===== src/rtl/game_pkg.sv =====
// Shared types and helpers for the bullet scheduler: FSM state encoding,
// default slot count and slot-index width.
package game_pkg;

    localparam int BULLET_NUM_DEF = 4;

    typedef enum logic [1:0] {
        IDLE = 2'd0,
        FIRE = 2'd1,
        COOL = 2'd2
    } state_t;

    function automatic int idx_w(input int n);
        return (n > 1) ? $clog2(n) : 1;
    endfunction

endpackage


===== src/rtl/rr_free_picker.sv =====
// Round-robin free-slot picker: rotate the free mask so rr_ptr sits at bit 0,
// take the lowest set bit, then rotate the index back.
module rr_free_picker
    import game_pkg::*;
#(
    parameter int N  = BULLET_NUM_DEF,
    parameter int IW = idx_w(N)
) (
    input  logic [N-1:0]  i_free,
    input  logic [IW-1:0] i_rr_ptr,
    output logic [IW-1:0] o_sel,
    output logic          o_any_free
);

    logic [N-1:0]  w_rot;
    logic [IW-1:0] w_off;

    always_comb begin
        w_rot = '0;
        for (int i = 0; i < N; i++)
            w_rot[i] = i_free[(i + int'(i_rr_ptr)) % N];
    end

    // Descending scan so the lowest rotated index wins.
    always_comb begin
        w_off = '0;
        for (int i = N - 1; i >= 0; i--)
            if (w_rot[i]) w_off = IW'(i);
    end

    assign o_sel      = IW'((int'(w_off) + int'(i_rr_ptr)) % N);
    assign o_any_free = |i_free;

endmodule


===== src/rtl/bullet_scheduler.sv =====
// Synchronous shoot-key scheduler: synchronise/edge-detect the key, pick a free
// bullet slot round-robin, enforce a refire cooldown and gate on game_over.
// Optional one-deep request latch enabled by defining BULLET_SCHED_BUFFER_EN.
module bullet_scheduler
    import game_pkg::*;
#(
    parameter int BULLET_NUM  = BULLET_NUM_DEF,
    parameter int COOLDOWN    = 8,
    parameter int SYNC_STAGES = 2
) (
    input  logic                          clk,
    input  logic                          rst,
    input  logic                          tick_en,
    input  logic                          shoot_key,
    input  logic                          game_over,
    input  logic [BULLET_NUM-1:0]         bullet_active,
    output logic [BULLET_NUM-1:0]         fire,
    output logic [$clog2(BULLET_NUM)-1:0] fire_slot,
    output logic [$clog2(BULLET_NUM):0]   free_cnt,
    output logic                          drop
);

    localparam int IW = $clog2(BULLET_NUM);

    logic [SYNC_STAGES-1:0] r_sync;
    logic                   r_key_d;
    logic [BULLET_NUM-1:0]  r_active;
    logic [BULLET_NUM-1:0]  r_pending;
    state_t                 r_state;
    logic [IW-1:0]          r_rr;
    logic [7:0]             r_cnt;
    logic [BULLET_NUM-1:0]  r_fire;
    logic [IW-1:0]          r_fire_slot;
    logic [IW:0]            r_free_cnt;
    logic                   r_drop;
    logic                   r_req;

    logic                   w_press;
    logic                   w_want;
    logic                   w_go;
    logic [BULLET_NUM-1:0]  w_free;
    logic [BULLET_NUM-1:0]  w_fire_vec;
    logic [IW-1:0]          w_sel;
    logic                   w_any;
    logic [IW:0]            w_free_num;
    logic                   w_drop_nx;
    logic                   w_req_nx;

    assign w_press = r_sync[SYNC_STAGES-1] & ~r_key_d;
    // A slot just fired stays reserved until its bullet reports active.
    assign w_free  = ~r_active & ~r_pending;

    rr_free_picker #(.N(BULLET_NUM), .IW(IW)) u_picker (
        .i_free     (w_free),
        .i_rr_ptr   (r_rr),
        .o_sel      (w_sel),
        .o_any_free (w_any)
    );

    always_comb begin
        w_free_num = '0;
        for (int i = 0; i < BULLET_NUM; i++)
            w_free_num = w_free_num + (IW+1)'(w_free[i]);
    end

`ifdef BULLET_SCHED_BUFFER_EN
    assign w_want = w_press | r_req;
`else
    assign w_want = w_press;
`endif

    assign w_go       = (r_state == IDLE) & w_want & ~game_over & w_any;
    assign w_fire_vec = w_go ? (BULLET_NUM'(1) << w_sel) : '0;

`ifdef BULLET_SCHED_BUFFER_EN
    always_comb begin
        w_req_nx  = r_req;
        w_drop_nx = 1'b0;
        if (game_over) begin
            w_req_nx  = 1'b0;
            w_drop_nx = w_press;
        end else if (w_go) begin
            w_req_nx  = 1'b0;
            w_drop_nx = w_press & r_req;
        end else if (w_press) begin
            if (r_req) w_drop_nx = 1'b1;
            else       w_req_nx  = 1'b1;
        end
    end
`else
    assign w_req_nx  = 1'b0;
    assign w_drop_nx = w_press & ~w_go;
`endif

    always_ff @(posedge clk) begin
        if (rst) begin
            r_sync      <= '0;
            r_key_d     <= 1'b0;
            r_active    <= '0;
            r_pending   <= '0;
            r_state     <= IDLE;
            r_rr        <= '0;
            r_cnt       <= '0;
            r_fire      <= '0;
            r_fire_slot <= '0;
            r_free_cnt  <= (IW+1)'(BULLET_NUM);
            r_drop      <= 1'b0;
            r_req       <= 1'b0;
        end else begin
            r_sync     <= {r_sync[SYNC_STAGES-2:0], shoot_key};
            r_key_d    <= r_sync[SYNC_STAGES-1];
            r_active   <= bullet_active;
            r_pending  <= (r_pending & ~bullet_active) | w_fire_vec;
            r_fire     <= w_fire_vec;
            r_drop     <= w_drop_nx;
            r_req      <= w_req_nx;
            r_free_cnt <= w_free_num;
            case (r_state)
                IDLE: begin
                    if (w_go) begin
                        r_state     <= FIRE;
                        r_fire_slot <= w_sel;
                        r_rr        <= (w_sel == IW'(BULLET_NUM - 1)) ? '0 : w_sel + 1'b1;
                        r_cnt       <= 8'(COOLDOWN);
                    end
                end
                // Fire pulse is on the outputs this cycle; ticks here are ignored.
                FIRE: r_state <= COOL;
                COOL: begin
                    if (tick_en) begin
                        if (r_cnt <= 8'd1) begin
                            r_cnt   <= '0;
                            r_state <= IDLE;
                        end else begin
                            r_cnt <= r_cnt - 8'd1;
                        end
                    end
                end
                default: r_state <= IDLE;
            endcase
        end
    end

    assign fire      = r_fire;
    assign fire_slot = r_fire_slot;
    assign free_cnt  = r_free_cnt;
    assign drop      = r_drop;

endmodule


===== config.mk =====
export PLATFORM = sky130hd
export DESIGN_NAME = bullet_scheduler
export DESIGN_NICKNAME = d
export VERILOG_FILES = /design/src/rtl/game_pkg.sv /design/src/rtl/rr_free_picker.sv /design/src/rtl/bullet_scheduler.sv
export SDC_FILE = /design/constraint.sdc
export NUM_CORES = 1
export LEC_CHECK = 0
export ABC_AREA = 1
export BUFFER_PORTS_ARGS = -buffer_cell sky130_fd_sc_hd__buf_4
export CORE_UTILIZATION = 41
export CTS_CLUSTER_SIZE = 40
export DETAILED_ROUTE_END_ITERATION = 12
export SYNTH_ARGS = -nofsm -noshare
export SYNTH_HDL_FRONTEND = slang
export SYNTH_SLANG_ARGS = --single-unit

===== constraint.sdc =====
create_clock -name clk -period 3.1 [get_ports clk]
set_clock_uncertainty 0.1 [all_clocks]
set_input_delay 0.62 -clock clk [delete_from_list [all_inputs] [get_ports clk]]
set_output_delay 0.62 -clock clk [all_outputs]
set_load 0.005 [all_outputs]

==> key figures <==
Outcome
  • Outcome: finished, final reports clean

Floorplan
  • Chip height: 63.8 um
  • Core area: 3660 sq um
  • # rows: 22
  • Top-Level Pins: 19
  • Initial Util: 0.428
  • Die ar.: 4070 sq um
  • Die width: ~64 um

Place
  • Placed inst area: 1750 sq um
  • Placer's final routability congestion estimate: 0.827
  • Count of buffers from port buffering: 18
  • Detail Placement HPWL: 2090 um
  • Placed Cells: 277

Logic synthesis
  • Synth warn: 0
  • Largest family of logic cells by synthesized area: simple AND/OR/NAND/NOR gates
  • Synth Area in XOR/XNOR: 0.0168
  • Mapped Cells: ~210
  • Syn Area/Cell: about 7.4 sq um
  • Count of state elements after synthesis: 33
  • Sequential-to-total area share from yosys stat: 0.422
  • Adder-Cell Fraction of Synth Area: 0.0639
  • Synthesized Nets: between 200 and 250
  • Yosys cell types: 26
  • Simple-gate area share of the yosys netlist: 0.315
  • Post-synthesis compound-gate area fraction: 0.0935
  • Mux contribution to synthesized area: 0
  • Mapped cell area: ~1600 sq um

Detailed routing
  • Remaining DRCs: 0
  • DR pass1 iterations: 4
  • Vias/cell: 4.48
  • Routed wire per std cell: 9.79 um
  • Iteration-0 DRC count of the detailed router: 39
  • Final wirelength: 2790 um
  • Vias: 1276
  • Antenna-violating nets left: 0

Clock tree
  • Clk slew on worst S/H paths: 0.07 ns
  • Total setup buffers inserted after CTS: 0
  • Clock root buffer: clkbuf_8
  • Clk sinks: 33
  • Cts repair resizes: 0
  • Total CTS buffers: 5
  • # hold bufs at CTS: 0
  • CTS tree: yes
  • H-Tree Depth: 2
  • CTS max path bufs: 2
  • Clk Latency, worst-skew pair: 0.29 ns

Critical path
  • Critical path class: flop to flop
  • Nature of the critical path startpoint: flop
  • Endpoint class of the critical path: flop
  • WP data required: 3.18 ns
  • Cell chain of the critical path: inv_2 -> nand2_1 -> nand2_2 -> o21ai_2 -> inv_1 -> a21oi_1 -> nor2_1 -> ha_1 -> xor2_1 -> inv_1 -> nand3_1 -> nand2_4 -> ha_1 -> nand2_1 -> nor2_1 -> a31o_2
  • Crit-path max cell delay: 0.49 ns
  • Slowest CP cell: dfxtp_1
  • Worst Path Arrival: 2.58 ns
  • Crit path max fanout: 9
  • R2R setup slack: ~0.60 ns

Final layout
  • Share of layout cells above drive strength 1: 0.190
  • Fin cells: 285
  • Ant diodes: 0
  • Sequential Area: 661 sq um
  • Final nets: 253
  • Post-Route Utilization: 0.511
  • Final cell area excluding filler cells: 1870 sq um
  • Multi-input logic area: 767 sq um
  • Syn-to-layout area delta: 19.4%
  • Filler cells: 377

Power and ir drop
  • Peak VDD IR: 305 uV
  • Power Dens Cells: 540 nW/um^2
  • Clock share of power: 0.411
  • Logic pwr share: 0.141
  • Int Power: 0.765 mW
  • Sequential power share: 0.447
  • LEAKAGE: around 0.91 nW
  • Switch share: 0.243
  • NetSw: 0.246 mW

Global routing
  • Vias in the first global route: 1182
  • Total GRT Usage: 0.167
  • Grt total ovfl: 0
  • Largest net degree at the start of global routing: 16
  • First-pass GRT wire length: 5180 um
  • Initial antenna violation count: 0

STA
  • Final setup fails: 0
  • Worst rel slew slack: 0.762
  • Setup TNS: 0 ns
  • Final hold slack: 0.306 ns
  • Fin crit share: 0.805
  • Slew @ Worst Pin: 0.357 ns
  • Final hold viol count: 0
  • Fmax: 401 MHz
  • RSZ-0062 raised after global routing: no
  • Final min period: around 2.5 ns
  • Final-report max-slew violation count: 0

Min path
  • Hold Crit Class: flop to flop

Flow run
  • Maxcap violations: 0
-- critical path, delay by kind of cell, from the launching register on --
family                     cells  cell delay [ns]
and+or+nand+nor                7             0.56
buffers and inverters          3             0.21
DFF                            1             0.49
xor gates and xnor gates       1             0.19
AOI/OAI and AO/OA              3             0.47
adders and majority gates      2             0.36
-- area by class of cell --
class	count	share of cell area
Timing Repair Buffer	18	0.0722
Sequential cell	33	0.353
Multi-Input combinational cell	143	0.410
Clock buffer	7	0.0462
Tap cell	48	0.0321
Clock inverter	1	0.0161
Inverter	35	0.0702
-- power groups by stage --
stage	sequential, mW	combinational (mW)	clock, mW
2_1_floorplan	0.461	0.104	0
3_3_place_gp	0.462	0.144	0
4_1_cts	0.452	0.145	0.422
6_report	0.452	0.143	0.416
3_5_place_dp	0.462	0.144	0
5_1_grt	0.454	0.167	0.453
-- Yosys cell counts --
cell type | instances | area, sq um
clkbuf_1 | 2 | 7.51
a21oi_4 | 1 | 16.3
a31o_2 | 1 | 8.76
nor2_2 | 1 | 6.26
nor2_4 | 1 | 11.3
o21bai_1 | 1 | 7.51
a21oi_2 | 1 | 8.76
dfxtp_1 | 33 | 661
nand3_1 | 10 | 50.1
nor3_1 | 4 | 20.0
nor3b_1 | 2 | 15.0
nand2_1 | 43 | 161
o21ai_0 | 8 | 40.0
nand2_2 | 7 | 43.8
nor3b_2 | 1 | 12.5
nor2_1 | 36 | 135
inv_1 | 34 | 128
inv_2 | 1 | 3.75
xor2_1 | 3 | 26.3
a21oi_1 | 8 | 40.0
nand2_4 | 2 | 22.5
ha_1 | 8 | 100
or2_2 | 1 | 6.26
a211oi_1 | 1 | 7.51
nor3_2 | 1 | 10.0
o21ai_2 | 2 | 17.5
-- placed cells by master, fill, tap and decap left out --
cell and count:
dfxtp_1 33, a21oi_1 8, nor3b_1 2, o21ai_2 2
ha_1 8, nand2_1 43, a21oi_4 1, a21oi_2 1
nand3_1 10, nor3_2 1, buf_4 18, inv_1 34
a211oi_1 1, nor2_1 36, or2_2 1, bufinv_16 1
a31o_2 1, nand2_2 7, inv_2 1, clkbuf_8 6
nor2_4 1, nand2_4 2, nor3_1 4, xor2_1 3
nor2_2 1, clkbuf_1 1, nor3b_2 1, o21bai_1 1
o21ai_0 8
-- worst paths after layout --
| kind | from | endpoint | cells past startpoint |
|---|---|---|---|
| setup / recovery | r_rr[0] | r_pending[2] | 16 |
| hold / removal | r_sync[0] | r_sync[1] | 2 |
| setup reg to reg | r_rr[0] | r_pending[2] | 16 |
| hold reg to reg | r_sync[0] | r_sync[1] | 2 |
-- logic make-up (layout without fill, tap and decap cells) --
kind of cell	Yosys count	count (layout)
compound gates	23	23
simple gates	109	109
flops	33	33
buf+inv	37	61
xor+xnor	3	3
fa+ha+maj	8	8
-- metrics by stage --
step / total power, mW / worst slack [ns]
6_report: 1.01 / 0.604
5_1_grt: 1.07 / 0.317
4_1_cts: 1.02 / 0.590
3_5_place_dp: 0.606 / 0.606
3_3_place_gp: 0.606 / 0.642
2_1_floorplan: 0.565 / 0.786
-- metal layers --
layer  vias up  global-route usage  share of wire
li1        702                   -              -
met1       546               0.229           0.53
met2        20               0.237           0.40
met3         8              0.0536          0.041
met4         0              0.0767          0.022
met5         -                   0              0
-- registers in the layout (all words and copies together) (netlist names), 3 cells and up --
register	flops
fire	4
free_cnt	3
r_active	4
r_cnt	8
r_pending	4
Power figures use the tool's default switching activity.
